<file path="src/rtl/mult_seq.sv">
// Unsigned 32x32->64 shift-add multiplier, one step per clock through a single 32-bit adder.
// Result 32 cycles after accept; holds product in DONE under out_ready backpressure, in_ready low until IDLE.

module adder (
    input  logic [31:0] a,
    input  logic [31:0] b,
    output logic [31:0] sum
);
    assign sum = a + b;
endmodule

module mult_seq (
    input  logic        clk,
    input  logic        rst,
    input  logic        in_valid,
    output logic        in_ready,
    input  logic [31:0] a,
    input  logic [31:0] b,
    output logic        out_valid,
    input  logic        out_ready,
    output logic [63:0] product
);
    localparam logic [1:0] S_IDLE = 2'd0;
    localparam logic [1:0] S_BUSY = 2'd1;
    localparam logic [1:0] S_DONE = 2'd2;

    logic [1:0]  state_q, state_d;
    logic [31:0] mcand_q, mcand_d;
    logic [31:0] hi_q, hi_d;
    logic [31:0] lo_q, lo_d;
    logic [4:0]  count_q, count_d;

    logic [31:0] add_b;
    logic [31:0] add_sum;
    logic        carry;

    adder u_adder (
        .a   (hi_q),
        .b   (add_b),
        .sum (add_sum)
    );

    assign add_b = lo_q[0] ? mcand_q : 32'd0;
    // The adder has no carry-out; a wrapped sum is always smaller than either operand.
    assign carry = (add_sum < hi_q);

    assign in_ready  = (state_q == S_IDLE);
    assign out_valid = (state_q == S_DONE);
    assign product   = {hi_q, lo_q};

    always_comb begin
        state_d = state_q;
        mcand_d = mcand_q;
        hi_d    = hi_q;
        lo_d    = lo_q;
        count_d = count_q;
        case (state_q)
            S_IDLE: begin
                if (in_valid) begin
                    mcand_d = a;
                    lo_d    = b;
                    hi_d    = 32'd0;
                    count_d = 5'd0;
                    state_d = S_BUSY;
                end
            end
            S_BUSY: begin
                {hi_d, lo_d} = {carry, add_sum, lo_q[31:1]};
                count_d      = count_q + 5'd1;
                if (count_q == 5'd31) begin
                    state_d = S_DONE;
                end
            end
            S_DONE: begin
                if (out_ready) begin
                    state_d = S_IDLE;
                end
            end
            default: begin
                state_d = S_IDLE;
            end
        endcase
    end

    always_ff @(posedge clk or posedge rst) begin
        if (rst) begin
            state_q <= S_IDLE;
            mcand_q <= 32'd0;
            hi_q    <= 32'd0;
            lo_q    <= 32'd0;
            count_q <= 5'd0;
        end else begin
            state_q <= state_d;
            mcand_q <= mcand_d;
            hi_q    <= hi_d;
            lo_q    <= lo_d;
            count_q <= count_d;
        end
    end
endmodule

</file>
<file path="config.mk">
export PLATFORM = sky130hd
export DESIGN_NAME = mult_seq
export DESIGN_NICKNAME = d
export VERILOG_FILES = /design/src/rtl/mult_seq.sv
export SDC_FILE = /design/constraint.sdc
export NUM_CORES = 1
export LEC_CHECK = 0
export CAP_MARGIN = 10
export CORE_MARGIN = 4
export CORE_UTILIZATION = 40
export DETAILED_ROUTE_END_ITERATION = 8
export PLACE_DENSITY_LB_ADDON = 0.25
export SLEW_MARGIN = 20
export SYNTH_ARGS = -nofsm -noshare
export SYNTH_HDL_FRONTEND = slang
export SYNTH_SLANG_ARGS = --single-unit
</file>
<file path="constraint.sdc">
create_clock -name clk -period 5.1 [get_ports clk]
set_input_delay 0.51 -clock clk [delete_from_list [all_inputs] [get_ports clk]]
set_output_delay 0.51 -clock clk [all_outputs]
set_load 0.02 [all_outputs]
</file>
==> out/qor.yml <==
cts_root_buf: "clkbuf_16"
synth_top_cell_by_area: "dfrtp_1"
min_period_ns: 4.69
diodes: 0
pwr-share-clk_pct: 11.6
numCtsBuffers: 9
yosysTopAreaCellShare_pct: 38.3
fin_tns_setup_ns: 0
rows: 47
leakagePower_uw: 0.00394
nNetsFinal: 939
stdcell_count: 1030
wire_per_inst_um: 16.7
clk_path_buf_depth: 2
slew_violations: 0
drt_iter0_drc: 301
rsz0062_at_grt: "no"
relSlewSlack_pct: 29.4
status: "finished, final reports clean"
p_comb_share_pct: 63.2
clk_latency_ns: 0.36
coreArea_um2: 16500
dp.cells: 1014
htree_levels: 3
syn-num-nets: 817
crit_type: "reg -> reg"
reg2reg_depth: 20
switching_share_pct: 45.0
skew_ns: 0.0103
pwr-share-seq_pct: 25.2
grt_max_degree: 105
multi_input_area_um2: 3900
vdd_drop_max_mv: 0.361
gr-total-overflow: 0
holdPathStages: 1
port_buffers: 133
r2r-start: "lo_q[0]$_DFFE_PP0P_"
grt_use_total_pct: 18.4
fmax_mhz: 213
drv_cap: 0
ys.warnings.count: 0
hold_path.class: "reg -> reg"
seq_area_um2: 2580
ys_seq_area_share_pct: 38.3
cts_tree: "done"
cts.sinks: 103
gp_congestion: 0.879
postCtsSetupRepairBufs: 0
die_y_um: 138
dr_total_vias: 5594
synth-edff-count: 0
setup_viol_count_final: 0
grt_antenna_before_repair: 2
ys.flop_type: "dfrtp_1"
grt_pass1_vias: 5776
die_area_um2: 19000
p_int_uw: 3440
ios: 134
detail-route-antenna-nets: 0
syn_area_um2: 6730
dpl.hpwl_um: 12800
whs_ns: 0.507
hold_viol_final: 0
cts_resized: 0
die_w_um: 138
grt_pass1_wl_um: 28100
crit_fanout: 18
ys_ff_latch: 103
postSynthCellCount: 683
vias_per_cell: 5.43
pwr_density_cell_nw_per_um2: 728
end_kind: "register"
hold_end: "mcand_q[0]$_DFFE_PP0P_"
rr_endpoint: "hi_q[31]$_DFFE_PP0P_"
synth_cell_types: 54
area_growth_pct: 27.9
nFillCells: 1496
critical_path_arrival_ns: 4.97
fin_ws_ns: 0.412
cts_hold_buf: 0
r2r_slack_ns: 0.41
power.switching_uw: 2820
worst_pin_slew_ns: 1.06
crit_path_start_kind: "register"
drcViolationCount: 0
cp.required_ns: 5.39
async_flop_share_pct: 100
dr.pass1.iters: 5
hp-start: "mcand_q[0]$_DFFE_PP0P_"
syn_avg_cell_area_um2: 9.86
synth_area_leaders: "dfrtp_1 (38%), ha_1 (12%), mux2_2 (5.4%)"
pre_cts_slack_ns: 0.463
drive_above_1_share_pct: 8.52
start_util_pct: 40.7
path_clk_slew_ns: 0.08
postRouteWirelength_um: 17200
min_period_over_period_pct: 91.9
-- logic make-up (layout without fill, tap and decap cells) --
group           count (synthesis)  in the layout  share of synthesized area [%]
buf+inv                        71            198                           3.96
compound gates                195            195                           19.8
xor+xnor                       30             30                           4.01
simple gates                  154            154                           11.5
fa+ha+maj                      66             66                           12.4
flops                         103            103                           38.3
mux                            64             64                           10.1
-- stage by stage --
stage | util (%) | cell area [um2] | power, uW
after global placement | 50.2 | 8300 | 5450
after detailed placement | 50.2 | 8300 | 5550
after floorplan | - | 6730 | 4260
after CTS | 52.1 | 8610 | 6320
final | 52.1 | 8610 | 6270
after global routing | 52.1 | 8610 | 6840
-- state kept, by name, summed over array words and instances (netlist names) --
signal and cells:
hi_q 32, mcand_q 32, count_q 5, state_q 2
lo_q 32
-- Yosys cell counts (2+ instances only) --
cell and number:
a2111oi_0 3, a211oi_1 4, a21o_1 30, a21oi_1 37, a22o_1 27, a31oi_1 6
and2_1 33, and3_1 4, and4_1 2, buf_1 6, clkbuf_1 23, dfrtp_1 103
ha_1 65, inv_1 42, mux2_2 32, mux2i_1 32, nand2_1 57, nand2b_1 6
nand3_1 7, nand4_1 6, nor2_1 22, nor2b_1 4, nor3_1 5, o211ai_1 3
o21a_1 5, o21ai_0 51, o21ai_1 2, o21ai_2 2, o21bai_1 7, o31ai_1 5
or4_1 2, xnor2_1 23, xor2_1 6
-- power groups by stage --
stage / Sequential [uW] / Clock, uW / Combinational [uW]
finish: 1580 / 726 / 3960
global route: 1640 / 783 / 4410
CTS: 1590 / 749 / 3980
detailed placement: 1600 / 0 / 3950
global placement: 1590 / 0 / 3850
floorplan: 1770 / 0 / 2490
-- area by class of cell --
cell class,instances,area share (%)
well taps,220,3.20
inverters,42,1.86
multi-input cells,509,45.3
clock inverters,7,1.00
flip-flops and latches,103,29.9
clock buffers,9,2.62
repair buffers,140,16.1
-- worst max-delay path, cell delays in order, from the launching register on --
cell and delay [ns]:
dfrtp_1 0.64, and2_1 0.24, ha_1 0.21, inv_1 0.07, fa_1 0.40, nand2b_1 0.17
a21oi_1 0.19, o311a_1 0.25, o21ai_1 0.13, nor4b_1 0.52, nor2_1 0.15, xnor2_1 0.18
ha_1 0.20, a21o_1 0.15, a21o_1 0.17, a21o_1 0.17, a21oi_1 0.14, nor2_1 0.05
a2111oi_0 0.39, a21oi_1 0.08, a21oi_1 0.13
-- how the worst max path moves through the flow --
stage                              from              endpoint  slack (ns)  cells after the start
finish              lo_q[0]$_DFFE_PP0P_  hi_q[31]$_DFFE_PP0P_        0.41                     20
global route        lo_q[0]$_DFFE_PP0P_  hi_q[31]$_DFFE_PP0P_        0.07                     16
CTS                 lo_q[0]$_DFFE_PP0P_  hi_q[31]$_DFFE_PP0P_        0.43                     16
detailed placement  lo_q[0]$_DFFE_PP0P_  hi_q[31]$_DFFE_PP0P_        0.46                     16
global placement    lo_q[0]$_DFFE_PP0P_  hi_q[31]$_DFFE_PP0P_        0.64                     16
floorplan           lo_q[0]$_DFFE_PP0P_  hi_q[31]$_DFFE_PP0P_        0.88                     20
-- placed cells by master, fill, tap and decap left out, types with 6 or more instances in the layout --
| master | netlist | final |
|---|---|---|
| mux2i_1 | 32 | 32 |
| a31oi_1 | 6 | 6 |
| a22o_1 | 27 | 27 |
| inv_1 | 42 | 41 |
| and2_1 | 33 | 32 |
| clkbuf_16 | 0 | 9 |
| o21ai_0 | 51 | 51 |
| nand3_1 | 7 | 7 |
| dfrtp_1 | 103 | 103 |
| a21o_1 | 30 | 30 |
| nand2b_1 | 6 | 6 |
| nand4_1 | 6 | 6 |
| nand2_1 | 57 | 57 |
| mux2_2 | 32 | 32 |
| o21bai_1 | 7 | 7 |
| xnor2_1 | 23 | 23 |
| ha_1 | 65 | 65 |
| buf_4 | 0 | 7 |
| a21oi_1 | 37 | 37 |
| nor2_1 | 22 | 21 |
| clkdlybuf4s50_1 | 0 | 133 |
| xor2_1 | 6 | 6 |
-- layer usage --
layer  share of wire (%)  vias up  global-route usage, %  wire [um]
li1                    -     2704                      -          -
met1                  43     2730                   23.0       7480
met2                  50      137                   31.8       8580
met3                 5.5       19                   4.86        952
met4                 1.1        4                   4.83        190
met5                0.20        -                      0         34
(Power assumes the default switching activity.)
